==> config.mk <==
export PLATFORM = sky130hd
export DESIGN_NAME = axi_gpio_irq_flat
export DESIGN_NICKNAME = d
export VERILOG_FILES = /design/src/rtl/axi_gpio_irq_if.sv /design/src/rtl/axi_gpio_irq.sv /design/src/flat_wrapper.sv
export SDC_FILE = /design/constraint.sdc
export NUM_CORES = 1
export LEC_CHECK = 0
export CORE_MARGIN = 1.5
export CORE_UTILIZATION = 40
export DETAILED_ROUTE_END_ITERATION = 10
export MAX_ROUTING_LAYER = met4
export PLACE_DENSITY = 0.7
export SKIP_LAST_GASP = 1
export SLEW_MARGIN = 10
export SYNTH_ARGS = -nofsm -noshare
export SYNTH_HDL_FRONTEND = slang
export SYNTH_SLANG_ARGS = --single-unit
export TNS_END_PERCENT = 10
==> constraint.sdc <==
create_clock -name clk -period 6.6 [get_ports clk]
set_clock_uncertainty 0.2 [all_clocks]
set_input_delay 1.32 -clock clk [delete_from_list [all_inputs] [get_ports clk]]
set_output_delay 1.32 -clock clk [all_outputs]
set_load 0.01 [all_outputs]
==> src/rtl/axi_gpio_irq_if.sv <==
// AXI-lite slave bus bundle for the GPIO block.
// master: drives address/data/valid and response-ready signals.
// slave : drives ready signals, write response and read data.
interface axi_gpio_irq_if;
    logic [31:0] s_awaddr;
    logic        s_awvalid;
    logic        s_awready;
    logic [31:0] s_wdata;
    logic [3:0]  s_wstrb;
    logic        s_wvalid;
    logic        s_wready;
    logic        s_bvalid;
    logic        s_bready;
    logic [31:0] s_araddr;
    logic        s_arvalid;
    logic        s_arready;
    logic [31:0] s_rdata;
    logic        s_rvalid;
    logic        s_rready;

    modport master (
        output s_awaddr, s_awvalid, s_wdata, s_wstrb, s_wvalid, s_bready,
        output s_araddr, s_arvalid, s_rready,
        input  s_awready, s_wready, s_bvalid, s_arready, s_rdata, s_rvalid
    );

    modport slave (
        input  s_awaddr, s_awvalid, s_wdata, s_wstrb, s_wvalid, s_bready,
        input  s_araddr, s_arvalid, s_rready,
        output s_awready, s_wready, s_bvalid, s_arready, s_rdata, s_rvalid
    );
endinterface

==> src/rtl/axi_gpio_irq.sv <==
// AXI-lite GPIO slave with per-pin direction, atomic set/clear, byte-strobe
// writes, input synchroniser and edge interrupts (W1C status, level irq).
// Ports:
//   clk, rst  : system clock, asynchronous active-high reset
//   bus       : AXI-lite slave (axi_gpio_irq_if.slave), offset in addr[4:0]
//   gpio_in   : asynchronous pad inputs
//   gpio_out  : pad output values
//   gpio_oe   : pad output enables, 1 = drive
//   irq       : registered OR of the interrupt status register
module axi_gpio_irq #(
    parameter int unsigned GPIO_W      = 16,
    parameter int unsigned SYNC_STAGES = 2
) (
    input  logic              clk,
    input  logic              rst,
    axi_gpio_irq_if.slave     bus,
    input  logic [GPIO_W-1:0] gpio_in,
    output logic [GPIO_W-1:0] gpio_out,
    output logic [GPIO_W-1:0] gpio_oe,
    output logic              irq
);

    localparam int unsigned MASK_CYCLES = SYNC_STAGES + 1;
    localparam int unsigned CNT_W       = $clog2(MASK_CYCLES + 1);

    localparam logic [4:0] OFF_IN      = 5'h00;
    localparam logic [4:0] OFF_OUT     = 5'h04;
    localparam logic [4:0] OFF_DIR     = 5'h08;
    localparam logic [4:0] OFF_RISE_EN = 5'h0C;
    localparam logic [4:0] OFF_FALL_EN = 5'h10;
    localparam logic [4:0] OFF_STATUS  = 5'h14;
    localparam logic [4:0] OFF_OUT_SET = 5'h18;
    localparam logic [4:0] OFF_OUT_CLR = 5'h1C;

    // register state
    logic [GPIO_W-1:0] out_q, dir_q, rise_en_q, fall_en_q, status_q;
    logic [GPIO_W-1:0] out_d, dir_d, rise_en_d, fall_en_d, status_d;
    logic [GPIO_W-1:0] status_clr;

    // input path
    logic [GPIO_W-1:0] sync_q [SYNC_STAGES];
    logic [GPIO_W-1:0] sync_last;
    logic [GPIO_W-1:0] prev_q;
    logic [GPIO_W-1:0] edge_ev;
    logic [CNT_W-1:0]  mask_cnt_q;
    logic              edge_en;

    // bus side
    logic              bvalid_q, rvalid_q, irq_q;
    logic [31:0]       rdata_q;
    logic              wr_acc, rd_acc;
    logic [4:0]        waddr;
    logic [31:0]       wmask32;
    logic [GPIO_W-1:0] wmask, wbits;
    logic [31:0]       rd_data_c;
    logic              unused_addr_hi;

    assign unused_addr_hi = ^{bus.s_awaddr[31:5], bus.s_araddr[31:5]};

    assign bus.s_awready = ~bvalid_q;
    assign bus.s_wready  = ~bvalid_q;
    assign bus.s_bvalid  = bvalid_q;
    assign bus.s_arready = ~rvalid_q;
    assign bus.s_rvalid  = rvalid_q;
    assign bus.s_rdata   = rdata_q;

    assign gpio_out = out_q;
    assign gpio_oe  = dir_q;
    assign irq      = irq_q;

    // Address and data must both be present; only one write in flight.
    assign wr_acc = bus.s_awvalid & bus.s_wvalid & ~bvalid_q;
    assign rd_acc = bus.s_arvalid & ~rvalid_q;
    assign waddr  = bus.s_awaddr[4:0];

    // Expand byte strobes to a bit mask, then keep only implemented pins.
    always_comb begin
        wmask32 = '0;
        for (int n = 0; n < 4; n++) begin
            wmask32[8*n +: 8] = {8{bus.s_wstrb[n]}};
        end
    end

    assign wmask = GPIO_W'(wmask32);
    assign wbits = GPIO_W'(bus.s_wdata & wmask32);

    // Synchroniser chain and previous-value flop for edge detection.
    assign sync_last = sync_q[SYNC_STAGES-1];

    always_ff @(posedge clk or posedge rst) begin
        if (rst) begin
            for (int i = 0; i < int'(SYNC_STAGES); i++) begin
                sync_q[i] <= '0;
            end
            prev_q <= '0;
        end else begin
            sync_q[0] <= gpio_in;
            for (int i = 1; i < int'(SYNC_STAGES); i++) begin
                sync_q[i] <= sync_q[i-1];
            end
            prev_q <= sync_last;
        end
    end

    // Hold off edge detection until the chain has flushed its reset zeros,
    // so a pin already high at reset release does not look like a rise.
    assign edge_en = (mask_cnt_q == CNT_W'(MASK_CYCLES));

    always_ff @(posedge clk or posedge rst) begin
        if (rst) begin
            mask_cnt_q <= '0;
        end else if (!edge_en) begin
            mask_cnt_q <= mask_cnt_q + CNT_W'(1);
        end
    end

    always_comb begin
        edge_ev = '0;
        if (edge_en) begin
            edge_ev = (sync_last & ~prev_q & rise_en_q)
                    | (~sync_last & prev_q & fall_en_q);
        end
    end

    // Register write decode; a new edge beats a same-cycle W1C.
    always_comb begin
        out_d      = out_q;
        dir_d      = dir_q;
        rise_en_d  = rise_en_q;
        fall_en_d  = fall_en_q;
        status_clr = '0;
        if (wr_acc) begin
            case (waddr)
                OFF_OUT:     out_d      = (out_q & ~wmask) | wbits;
                OFF_DIR:     dir_d      = (dir_q & ~wmask) | wbits;
                OFF_RISE_EN: rise_en_d  = (rise_en_q & ~wmask) | wbits;
                OFF_FALL_EN: fall_en_d  = (fall_en_q & ~wmask) | wbits;
                OFF_STATUS:  status_clr = wbits;
                OFF_OUT_SET: out_d      = out_q | wbits;
                OFF_OUT_CLR: out_d      = out_q & ~wbits;
                default:     ;
            endcase
        end
        status_d = (status_q & ~status_clr) | edge_ev;
    end

    always_ff @(posedge clk or posedge rst) begin
        if (rst) begin
            out_q     <= '0;
            dir_q     <= '0;
            rise_en_q <= '0;
            fall_en_q <= '0;
            status_q  <= '0;
            irq_q     <= 1'b0;
        end else begin
            out_q     <= out_d;
            dir_q     <= dir_d;
            rise_en_q <= rise_en_d;
            fall_en_q <= fall_en_d;
            status_q  <= status_d;
            irq_q     <= |status_q;
        end
    end

    // Write response channel.
    always_ff @(posedge clk or posedge rst) begin
        if (rst) begin
            bvalid_q <= 1'b0;
        end else if (wr_acc) begin
            bvalid_q <= 1'b1;
        end else if (bus.s_bready) begin
            bvalid_q <= 1'b0;
        end
    end

    // Read data mux; write-only and unmapped offsets return zero.
    always_comb begin
        rd_data_c = '0;
        case (bus.s_araddr[4:0])
            OFF_IN:      rd_data_c = 32'(sync_last);
            OFF_OUT:     rd_data_c = 32'(out_q);
            OFF_DIR:     rd_data_c = 32'(dir_q);
            OFF_RISE_EN: rd_data_c = 32'(rise_en_q);
            OFF_FALL_EN: rd_data_c = 32'(fall_en_q);
            OFF_STATUS:  rd_data_c = 32'(status_q);
            default:     ;
        endcase
    end

    // Read channel; rdata only changes on a new accepted read.
    always_ff @(posedge clk or posedge rst) begin
        if (rst) begin
            rvalid_q <= 1'b0;
            rdata_q  <= '0;
        end else if (rd_acc) begin
            rvalid_q <= 1'b1;
            rdata_q  <= rd_data_c;
        end else if (bus.s_rready) begin
            rvalid_q <= 1'b0;
        end
    end

endmodule

==> src/flat_wrapper.sv <==
// flat-port wrapper written by rule: the top's interface ports become plain ports
module axi_gpio_irq_flat 
#(
    parameter int unsigned GPIO_W      = 16,
    parameter int unsigned SYNC_STAGES = 2
)
  (clk, rst, gpio_in, gpio_out, gpio_oe, irq, bus_s_awaddr, bus_s_awvalid, bus_s_wdata, bus_s_wstrb, bus_s_wvalid, bus_s_bready, bus_s_araddr, bus_s_arvalid, bus_s_rready, bus_s_awready, bus_s_wready, bus_s_bvalid, bus_s_arready, bus_s_rdata, bus_s_rvalid);
  axi_gpio_irq_if bus_i ();
  input  logic clk;
  input  logic rst;
  input  logic [GPIO_W-1:0] gpio_in;
  output logic [GPIO_W-1:0] gpio_out;
  output logic [GPIO_W-1:0] gpio_oe;
  output logic irq;
  input wire logic [$bits(bus_i.s_awaddr)-1:0] bus_s_awaddr;
  input wire logic [$bits(bus_i.s_awvalid)-1:0] bus_s_awvalid;
  input wire logic [$bits(bus_i.s_wdata)-1:0] bus_s_wdata;
  input wire logic [$bits(bus_i.s_wstrb)-1:0] bus_s_wstrb;
  input wire logic [$bits(bus_i.s_wvalid)-1:0] bus_s_wvalid;
  input wire logic [$bits(bus_i.s_bready)-1:0] bus_s_bready;
  input wire logic [$bits(bus_i.s_araddr)-1:0] bus_s_araddr;
  input wire logic [$bits(bus_i.s_arvalid)-1:0] bus_s_arvalid;
  input wire logic [$bits(bus_i.s_rready)-1:0] bus_s_rready;
  output wire logic [$bits(bus_i.s_awready)-1:0] bus_s_awready;
  output wire logic [$bits(bus_i.s_wready)-1:0] bus_s_wready;
  output wire logic [$bits(bus_i.s_bvalid)-1:0] bus_s_bvalid;
  output wire logic [$bits(bus_i.s_arready)-1:0] bus_s_arready;
  output wire logic [$bits(bus_i.s_rdata)-1:0] bus_s_rdata;
  output wire logic [$bits(bus_i.s_rvalid)-1:0] bus_s_rvalid;
  assign bus_i.s_awaddr = bus_s_awaddr;
  assign bus_i.s_awvalid = bus_s_awvalid;
  assign bus_i.s_wdata = bus_s_wdata;
  assign bus_i.s_wstrb = bus_s_wstrb;
  assign bus_i.s_wvalid = bus_s_wvalid;
  assign bus_i.s_bready = bus_s_bready;
  assign bus_i.s_araddr = bus_s_araddr;
  assign bus_i.s_arvalid = bus_s_arvalid;
  assign bus_i.s_rready = bus_s_rready;
  assign bus_s_awready = bus_i.s_awready;
  assign bus_s_wready = bus_i.s_wready;
  assign bus_s_bvalid = bus_i.s_bvalid;
  assign bus_s_arready = bus_i.s_arready;
  assign bus_s_rdata = bus_i.s_rdata;
  assign bus_s_rvalid = bus_i.s_rvalid;
  axi_gpio_irq #(.GPIO_W(GPIO_W), .SYNC_STAGES(SYNC_STAGES)) u_core (.clk(clk), .rst(rst), .bus(bus_i), .gpio_in(gpio_in), .gpio_out(gpio_out), .gpio_oe(gpio_oe), .irq(irq));
endmodule
Yosys cells after proc, flatten, opt, wreduce, memory -nomap -nowiden
Cells that the tools add are included.
Word-level totals
  bits in registers: 165
Cells by class
  add/sub/neg operators: 1
  reductions and logical operators: 9
  bitwise logic cells: 28
  muxes and demuxes: 9
  equal/unequal tests: 13
Operators by type and width (number)
  $and 16x16->16: 11
  $or 16x16->16: 7
  $pmux 16 s6: 1
  $not 16->16: 5
  $mux 16: 3
  $pmux 16 s3: 1
  $eq 5x5->1 const B: 6
  $eq 5x4->1 const B: 4
  $reduce_or 16->1: 1
  $eq 5x3->1 const B: 2
  $reduce_and 2->1: 4
  $logic_not 5->1: 1
  $mux 1: 4
  $reduce_bool 2->1: 2
  $and 1x1->1: 3
  $reduce_bool 3->1: 1
  $add 2x1->2 const B: 1
  $eq 2x2->1 const B: 1
  $not 1->1: 2

Logic depth before layout (Yosys ltp)
Gate-level depths: netlist of the first run.
  depth after elaboration: 6
  depth in mapped cells: 6

Worst setup path before layout of the first run
Ideal clock, no wire load.
  kind: input to register
  start point: in bus_s_awaddr[4]
  end point: reg (tool-made name)
  buffers on the path: 1
  cell stages on the path: 4
  arrival: 2372 ps
  setup slack: 3903 ps
  data required time: 6275 ps
  cells stage by stage: nor4_1 and4_1 buf_4 mux2_2
RTL lines
  start, declared: line flat_wrapper.sv:15  | input wire logic [$bits(bus_i.s_awaddr)-1:0] bus_s_awaddr;

Final worst setup path of the first run
  start point: in bus_s_araddr[3]
  end point: reg u_core.rdata_q[0], in the netlist u_core.bus.s_rdata[0]
On the way
  longest elaborated chain between the ends: 2
  elaborated cells on any way between the ends: 7
  those cells by class: eq/ne: 5; mux: 1; reduce/logical: 1
Ends and longest elaborated chain
  start, declared: line flat_wrapper.sv:21  | input wire logic [$bits(bus_i.s_araddr)-1:0] bus_s_araddr;
  $eq 5x5->1, or another cell as far along: line axi_gpio_irq.sv:179  | case (bus.s_araddr[4:0])
  $pmux 16 s6 (*): line axi_gpio_irq.sv:179
  end signal, assigned: line axi_gpio_irq.sv:197  | rdata_q <= rd_data_c;
  end, declared: line axi_gpio_irq.sv:50  | logic [31:0] rdata_q;
Every way passes the cells marked *; elsewhere a longest branch is shown, timed or not.
A chain may end at the register's enable or synchronous reset.

==> results of run 1 <==
[cell families after synthesis]
| logic type | count (synthesis) | synth area share |
|---|---|---|
| xor+xnor | 1 | 0.00136 |
| buf+inv | 50 | 0.0457 |
| mux | 73 | 0.123 |
| fa+ha+maj | 1 | 0.00194 |
| other cells | 1 | 0.000581 |
| simple gates | 139 | 0.109 |
| flops | 149 | 0.578 |
| compound gates | 140 | 0.141 |
[worst max path at each step]
stage	from	end	slack [ns]	cells past startpoint
after floorplan	rst	async pin	1.07	1
after global placement	bus_s_araddr[3]	u_core.bus.s_rdata[4]$_DFFE_PP0P_	2.29	6
after detailed placement	bus_s_araddr[3]	u_core.bus.s_rdata[5]$_DFFE_PP0P_	2.27	6
after CTS	bus_s_araddr[3]	u_core.bus.s_rdata[5]$_DFFE_PP0P_	2.70	6
after global routing	bus_s_araddr[3]	u_core.bus.s_rdata[12]$_DFFE_PP0P_	2.53	6
final	bus_s_araddr[3]	u_core.bus.s_rdata[0]$_DFFE_PP0P_	2.61	6
[per-layer routing]
metal	vias up	GRT usage	share of wire
li1	2177	-	-
met1	2431	0.278	0.42
met5	-	-	0
met3	40	0.0611	0.076
met2	269	0.328	0.47
met4	0	0.0889	0.026
[layout make-up]
type	instances	share of cell area
repair buffers	108	0.131
inverters	4	0.00245
well taps	216	0.0330
clock inverters	9	0.0153
clock buffers	23	0.0584
flip-flops and latches	149	0.456
multi-input cells	370	0.304
[placed cells by master (no fill, tap or decap), types with 4 or more instances in the layout]
cell type	instances
nor2_1	4
clkbuf_16	17
dfrtp_1	149
nor4_1	5
mux2i_1	21
clkdlybuf4s50_1	104
o21ai_0	72
a221oi_2	5
nor3_1	9
o21ai_2	5
conb_1	16
buf_4	4
nor2b_1	6
a22oi_1	19
nand2_1	84
o22ai_1	24
a221o_1	9
clkinv_2	4
nand3b_1	7
mux2_2	52
[where the power goes]
part	internal (mW)	total (mW)	switching, mW
Combinational	0.116	0.234	0.118
Clock	0.622	0.985	0.363
Sequential	0.970	1.02	0.0470
[worst reg2reg max path, stage by stage (launching register included)]
cell      delay (ns)
dfrtp_1         0.40
nand3b_1        0.18
nor4_1          0.44
and3_1          0.69
mux2_2          0.42
[metrics by stage]
step / worst slack [ns] / power, mW / cells / utilization
6_report: 2.61 / 2.24 / 879 / 0.517
5_1_grt: 2.53 / 2.33 / 879 / 0.517
4_1_cts: 2.70 / 2.25 / 879 / 0.517
3_5_place_dp: 2.27 / 1.27 / 847 / 0.479
3_3_place_gp: 2.29 / 1.26 / 847 / 0.479
2_1_floorplan: 1.07 / 1.15 / 569 / -
==> impl_metrics.py, run 1 <==
metrics = {
    "pwr": {
        "worst_ir_drop_vdd_mv": 0.198,
        "cellLeakagePower_nw": 3.43,
        "p_per_area_nw_per_um2": 273,
    },
    "floorplanning": {
        "pin_count": 193,
        "floorplan.rows": 46,
        "die_area_um2": 16900,
        "die_height_um": 130,
        "coreArea_um2": 15800,
        "die_width_um": 130,
        "start_util": 0.408,
    },
    "timing": {
        "fin_setup_tns_ns": 0,
        "report.final.setup_viol": 0,
        "hold_ws_ns": 0.146,
        "post-route-min-period_ns": 3.99,
        "maxSlewViolCount": 0,
        "worst_pin_slew_ns": 1.13,
        "relSlewSlack": 0.246,
        "max_freq_mhz": 251,
        "grt_setup_unrepaired": "false",
        "period_share": 0.605,
        "hold_viol": 0,
    },
    "setup_path": {
        "worstSetupEndpointType": "flip-flop",
        "cp_slowest_cell": "clkdlybuf4s50_1",
        "worstPathBufferInverterCount": 2,
        "path_cells": "clkdlybuf4s50_1 > buf_4 > nor2b_1 > a22oi_1 > o22ai_1 > a221o_1",
        "rr_startpoint": "u_core.bus.s_bvalid$_DFFE_PP0P_",
        "arrival_ns": 4.15,
        "critPathKind": "input port to flip-flop",
        "r2r_cells": 4,
        "crit_family": "buffers and inverters",
        "r2r_slack_ns": 4.16,
        "critPathRequiredTime_ns": 6.76,
        "startpoint_type": "input port",
        "crit_fanout": 14,
        "cpPeakStageDelay_ns": 1.03,
    },
    "placed_design": {
        "gp_congestion": 0.891,
        "place_hpwl_mm": 11.2,
        "portBuffers": 104,
        "placedInstanceArea_um2": 7580,
    },
    "detailed_routing": {
        "drtAntennaViolNets": 0,
        "viasPerCell": 5.59,
        "num_vias": 4917,
        "first_iter_violations": 469,
        "drcViolationCount": 0,
        "wl_mm": 17.0,
        "wl_per_cell_um": 19.4,
        "firstDrtPassIters": 7,
    },
    "logic_synthesis": {
        "netlist.area_leader.share": 0.578,
        "syn_area_um2": 6450,
        "yosysTopAreaCell": "dfrtp_1",
        "synth_warnings": 0,
        "ys_ff_latch": 149,
        "ys.flop_type": "dfrtp_1",
        "synth_cells": 554,
        "seq_area_frac_synth": 0.578,
        "synth_common_cells": "149 x dfrtp_1, 84 x nand2_1, 72 x o21ai_0",
        "synth_area_leaders": "dfrtp_1 58%, mux2_2 9.1%, o21ai_0 5.6%",
        "synth_edf_count": 0,
        "avgSynthCellArea_um2": 11.7,
        "synth.most_common_cell": "dfrtp_1",
        "synth_cell_types": 43,
        "synthArstFlopShare": 1.00,
    },
    "final_layout": {
        "layout-drive-gt1-share": 0.152,
        "area_growth_pct": 26.7,
        "multiInputGateArea_um2": 2490,
        "regArea_um2": 3730,
        "num_antenna_cells": 0,
        "fin_area_um2": 8180,
        "nFillCells": 1365,
        "nets": 774,
    },
    "grt": {
        "grt_pass1_wl_mm": 26.5,
        "grt_start_max_net_pins": 91,
        "grt_remaining_overflow": 0,
        "track_usage": 0.218,
        "grt_pass1_vias": 4963,
        "antenna_found_initial": 0,
    },
    "run": {
        "max_cap_viol_count": 0,
    },
    "clocking": {
        "clk_pin_slew_ns": 0.06,
        "postCtsSetupBuffers": 0,
        "cts_root_buffer": "clkbuf_16",
        "clock_latency_ns": 0.42,
        "clk_path_buf_depth": 2,
        "cts.repair.resized": 0,
        "cts_sinks": 149,
        "cts_tree": "done",
        "cts-hold-fix-buffers": 0,
        "ctsHtreeMaxLevel": 4,
        "cts_buffers": 17,
    },
    "min_path": {
        "hold_class": "flip-flop to flip-flop",
        "hold-path-endpoint": "u_core.sync_last[1]$_DFF_PP0_",
        "hold_path_startpoint": "u_core.sync_q[17]$_DFF_PP0_",
        "min_path_cells": 0,
    },
    "status": {
        "run_status": "complete, no violations",
    },
}
(Power assumes the default switching activity.)
==> run 2: changes to the inputs <==
clock period = 3.69 ns   (was 6.6 ns; I/O delays follow)
==> impl_metrics.py, run 2 (synthesized netlist as in run 1, its figures left out) <==
metrics = {
    "status": {
        "run_status": "complete, no violations",
    },
    "timing": {
        "grt_setup_unrepaired": "false",
        "period_share": 0.772,
        "fin_ws_ns": 0.842,
        "report.final.setup_viol": 0,
        "max_freq_mhz": 351,
        "fin_setup_tns_ns": 0,
        "maxSlewViolCount": 0,
        "hold_ws_ns": 0.141,
        "post-route-min-period_ns": 2.85,
        "hold_viol": 0,
        "worst_pin_slew_ns": 1.02,
        "relSlewSlack": 0.321,
    },
    "final_layout": {
        "layout-drive-gt1-share": 0.169,
        "layout_common_cells": "149 x dfrtp_1, 104 x clkdlybuf4s50_1, 84 x nand2_1",
        "layout_commonest_cell": "dfrtp_1",
        "area_growth_pct": 29.2,
        "nets": 785,
        "num_antenna_cells": 0,
        "fin_area_um2": 8340,
    },
    "grt": {
        "grt_pass1_vias": 5099,
        "use_met3": 0.0508,
        "grt_pass1_wl_mm": 27.4,
        "grt_start_max_net_pins": 68,
        "busiest_layer": "met2",
        "antenna_found_initial": 0,
        "grt_remaining_overflow": 0,
        "grtUsageMet2": 0.343,
        "track_usage": 0.228,
        "grt_util_met1": 0.287,
    },
    "clocking": {
        "postCtsSetupBuffers": 0,
        "clk_path_buf_depth": 2,
        "clk_pin_slew_ns": 0.06,
        "cts-hold-fix-buffers": 0,
        "cts_sinks": 149,
        "cts_tree": "done",
        "cts_root_buffer": "clkbuf_16",
        "clock_latency_ns": 0.44,
        "ctsHtreeMaxLevel": 4,
        "cts_buffers": 17,
        "cts.repair.resized": 0,
    },
    "detailed_routing": {
        "wl_per_cell_um": 19.8,
        "wl_mm": 17.6,
        "drtAntennaViolNets": 0,
        "firstDrtPassIters": 5,
        "num_vias": 5001,
        "drcViolationCount": 0,
        "first_iter_violations": 483,
        "viasPerCell": 5.62,
    },
    "setup_path": {
        "crit_fanout": 22,
        "worstSetupEndpointType": "flip-flop",
        "critPathRequiredTime_ns": 3.83,
        "critPathKind": "input port to flip-flop",
        "arrival_ns": 2.99,
        "startpoint_type": "input port",
    },
    "floorplanning": {
        "die_area_um2": 16900,
        "start_util": 0.408,
        "pin_count": 193,
        "coreArea_um2": 15800,
        "floorplan.rows": 46,
        "die_height_um": 130,
        "die_width_um": 130,
    },
    "min_path": {
        "hold_class": "flip-flop to flip-flop",
    },
    "pwr": {
        "worst_ir_drop_vdd_mv": 0.356,
        "p_per_area_nw_per_um2": 498,
        "total_power_mw": 4.15,
        "cellLeakagePower_nw": 3.52,
    },
    "placed_design": {
        "place_hpwl_mm": 11.7,
        "portBuffers": 104,
        "dp_slack_ns": 0.529,
        "placedInstanceArea_um2": 7700,
        "gp_congestion": 0.851,
    },
    "run": {
        "max_cap_viol_count": 0,
    },
}
[run 2: layout make-up]
class	count	area, um^2
multi-input combinational	370	2490
sequential	149	3730
timing repair buffer	119	1190
clock buffer	19	443
fill	1359	7490
tap	216	270
clock inverter	13	201
inverter	4	18.8
[run 2: stage by stage]
stage,util,std cells
after detailed placement,0.486,858
after floorplan,-,569
after CTS,0.527,890
after global routing,0.527,890
after global placement,0.486,858
final,0.527,890
[run 2: worst max-delay path, cell delays in order]
cell             delay (ns)
clkdlybuf4s50_1        0.62
buf_12                 0.28
nand2_1                0.10
nand4_1                0.61
buf_4                  0.44
o221ai_1               0.19
[run 2: final timing paths]
check                                                start                                end  slack [ns]  depth (start not counted)
min reg2reg                    u_core.sync_q[17]$_DFF_PP0_      u_core.sync_last[1]$_DFF_PP0_        0.14                          0
max reg2reg                u_core.bus.s_bvalid$_DFFE_PP0P_                          flip-flop        1.24                          4
max in group asynchronous                              rst         u_core.prev_q[6]$_DFF_PP0_        2.12                          3
min                            u_core.sync_q[17]$_DFF_PP0_      u_core.sync_last[1]$_DFF_PP0_        0.14                          0
max                                        bus_s_araddr[3]  u_core.bus.s_rdata[3]$_DFFE_PP0P_        0.84                          6
min in group asynchronous                              rst                          async pin        0.47                          2
[run 2: where the power goes]
part	leakage [nW]	internal [mW]	switching, mW
clock	0.321	1.22	0.682
combinational	1.35	0.219	0.217
sequential	1.85	1.74	0.0851
[run 2: layer usage]
layer / up-vias / share of wire
met5: - / 0
met4: 0 / 0.034
met3: 48 / 0.062
met2: 222 / 0.48
met1: 2540 / 0.43
li1: 2191 / -
==> run 3: changes to the inputs <==
PLACE_DENSITY = 0.72   (was 0.7)
clock period = 2.44 ns   (was 3.69 ns; I/O delays follow)
==> impl_metrics.py, run 3 (synthesized netlist as in run 1, its figures left out) <==
metrics = {
    "status": {
        "run_status": "complete, no violations",
    },
    "floorplanning": {
        "floorplan.rows": 46,
        "die_height_um": 130,
        "die_width_um": 130,
        "pin_count": 193,
        "start_util": 0.408,
        "coreArea_um2": 15800,
        "die_area_um2": 16900,
    },
    "detailed_routing": {
        "viasPerCell": 5.56,
        "wl_per_cell_um": 19.2,
        "drcViolationCount": 0,
        "firstDrtPassIters": 5,
        "num_vias": 5043,
        "first_iter_violations": 454,
        "drtAntennaViolNets": 0,
        "wl_mm": 17.5,
    },
    "setup_path": {
        "critPathRequiredTime_ns": 2.59,
        "path_cells": "clkdlybuf4s50_1 > nor2b_1 > and3_2 > a221oi_2 > o21ai_2",
        "critPathLaunch": "bus_s_araddr[4]",
        "r2r_cells": 6,
        "cp_slowest_cell": "nor2b_1",
        "worstSetupEndpointType": "flip-flop",
        "startpoint_type": "input port",
        "crit_fanout": 11,
        "arrival_ns": 2.49,
        "r2r_slack_ns": 0.45,
        "rr_startpoint": "u_core.bus.s_bvalid$_DFFE_PP0P_",
        "worstSetupEndpoint": "u_core.bus.s_rdata[5]$_DFFE_PP0P_",
        "cpPeakStageDelay_ns": 0.81,
        "critPathKind": "input port to flip-flop",
    },
    "placed_design": {
        "place_hpwl_mm": 12.0,
        "gp_congestion": 0.881,
        "portBuffers": 104,
    },
    "timing": {
        "max_freq_mhz": 427,
        "hold_viol": 0,
        "fin_setup_tns_ns": 0,
        "period_share": 0.959,
        "worst_pin_slew_ns": 1.02,
        "grt_setup_unrepaired": "false",
        "post-route-min-period_ns": 2.34,
        "relSlewSlack": 0.319,
        "report.final.setup_viol": 0,
        "maxSlewViolCount": 0,
    },
    "grt": {
        "grt_start_max_net_pins": 84,
        "grt_pass1_vias": 5043,
        "grt_pass1_wl_mm": 27.3,
        "antenna_found_initial": 0,
        "grt_remaining_overflow": 0,
        "track_usage": 0.224,
    },
    "clocking": {
        "postCtsSetupBuffers": 0,
        "clk_path_buf_depth": 2,
        "cts_buffers": 17,
        "cts_root_buffer": "clkbuf_16",
        "cts_sinks": 149,
        "ctsHtreeMaxLevel": 4,
        "cts_tree": "done",
        "clock_latency_ns": 0.43,
        "clk_pin_slew_ns": 0.05,
        "cts-hold-fix-buffers": 0,
        "cts.repair.resized": 0,
    },
    "final_layout": {
        "nets": 805,
        "nFillCells": 1311,
        "area_growth_pct": 31.0,
        "fin_util": 0.534,
        "layout-drive-gt1-share": 0.185,
        "layout_commonest_cell": "dfrtp_1",
        "layout_common_cells": "149 x dfrtp_1, 104 x clkdlybuf4s50_1, 84 x nand2_1",
        "num_antenna_cells": 0,
    },
    "pwr": {
        "seqPwrFrac": 0.464,
        "clkPwrFrac": 0.422,
        "internal_power_mw": 4.53,
        "worst_ir_drop_vdd_mv": 0.518,
        "combinationalPowerShare": 0.114,
        "cellLeakagePower_nw": 3.59,
        "p_per_area_nw_per_um2": 702,
        "switchingPower_mw": 1.40,
        "swShare": 0.236,
    },
    "run": {
        "max_cap_viol_count": 0,
    },
    "min_path": {
        "hold_class": "flip-flop to flip-flop",
    },
}
[run 3: cell count changes in the layout (fill, tap and decap cells not counted), sizes merged]
cell	delta
buf	+20
bufinv	-3
clkbuf	+5
clkinv	-3
inv	-2
[run 3: power by group through the flow]
stage / combinational [mW] / clock (mW) / sequential, mW
4_1_cts: 0.678 / 2.54 / 2.75
2_1_floorplan: 0.321 / 0 / 2.78
6_report: 0.675 / 2.51 / 2.75
5_1_grt: 0.735 / 2.65 / 2.77
3_3_place_gp: 0.653 / 0 / 2.79
3_5_place_dp: 0.674 / 0 / 2.79
[run 3: layout make-up]
cell class,instances,area [um^2],area share
clock inverters,5,75.1,0.00888
well taps,216,270,0.0320
inverters,4,18.8,0.00222
multi-input cells,370,2490,0.294
clock buffers,24,482,0.0570
flip-flops and latches,149,3730,0.441
repair buffers,139,1390,0.165
[run 3: stage by stage]
step	std cells	setup slack, ns	hold WS [ns]	cell area [um^2]	power (mW)
floorplan	569	-0.123	0.131	6520	3.10
global placement	878	-0.284	0.132	7900	3.44
detailed placement	878	-0.275	0.135	7900	3.47
CTS	907	0.163	0.147	8450	5.98
global route	907	0.00546	0.153	8450	6.16
finish	907	0.101	0.146	8450	5.94
[run 3: metal layers]
layer / part of all wire / GRT usage / vias up
met5: 0 / - / -
met2: 0.48 / 0.351 / 226
met4: 0.020 / 0.0837 / 0
li1: - / - / 2242
met3: 0.061 / 0.0467 / 39
met1: 0.44 / 0.286 / 2536
[run 3: worst min path at each step]
stage | startpoint | end | cells past startpoint
finish | u_core.sync_q[28]$_DFF_PP0_ | u_core.sync_last[12]$_DFF_PP0_ | 0
global placement | u_core.sync_q[27]$_DFF_PP0_ | u_core.sync_last[11]$_DFF_PP0_ | 0
global route | u_core.sync_q[31]$_DFF_PP0_ | u_core.sync_last[15]$_DFF_PP0_ | 0
CTS | u_core.sync_q[28]$_DFF_PP0_ | u_core.sync_last[12]$_DFF_PP0_ | 0
floorplan | u_core.sync_q[16]$_DFF_PP0_ | u_core.sync_last[0]$_DFF_PP0_ | 0
detailed placement | u_core.sync_q[28]$_DFF_PP0_ | u_core.sync_last[12]$_DFF_PP0_ | 0
[run 3: worst max-delay path: cells and delay by family]
kind / cells / cell delay [ns]
buffers and inverters: 1 / 0.53
AOI/OAI and AO/OA: 2 / 0.22
and+or+nand+nor: 2 / 1.25
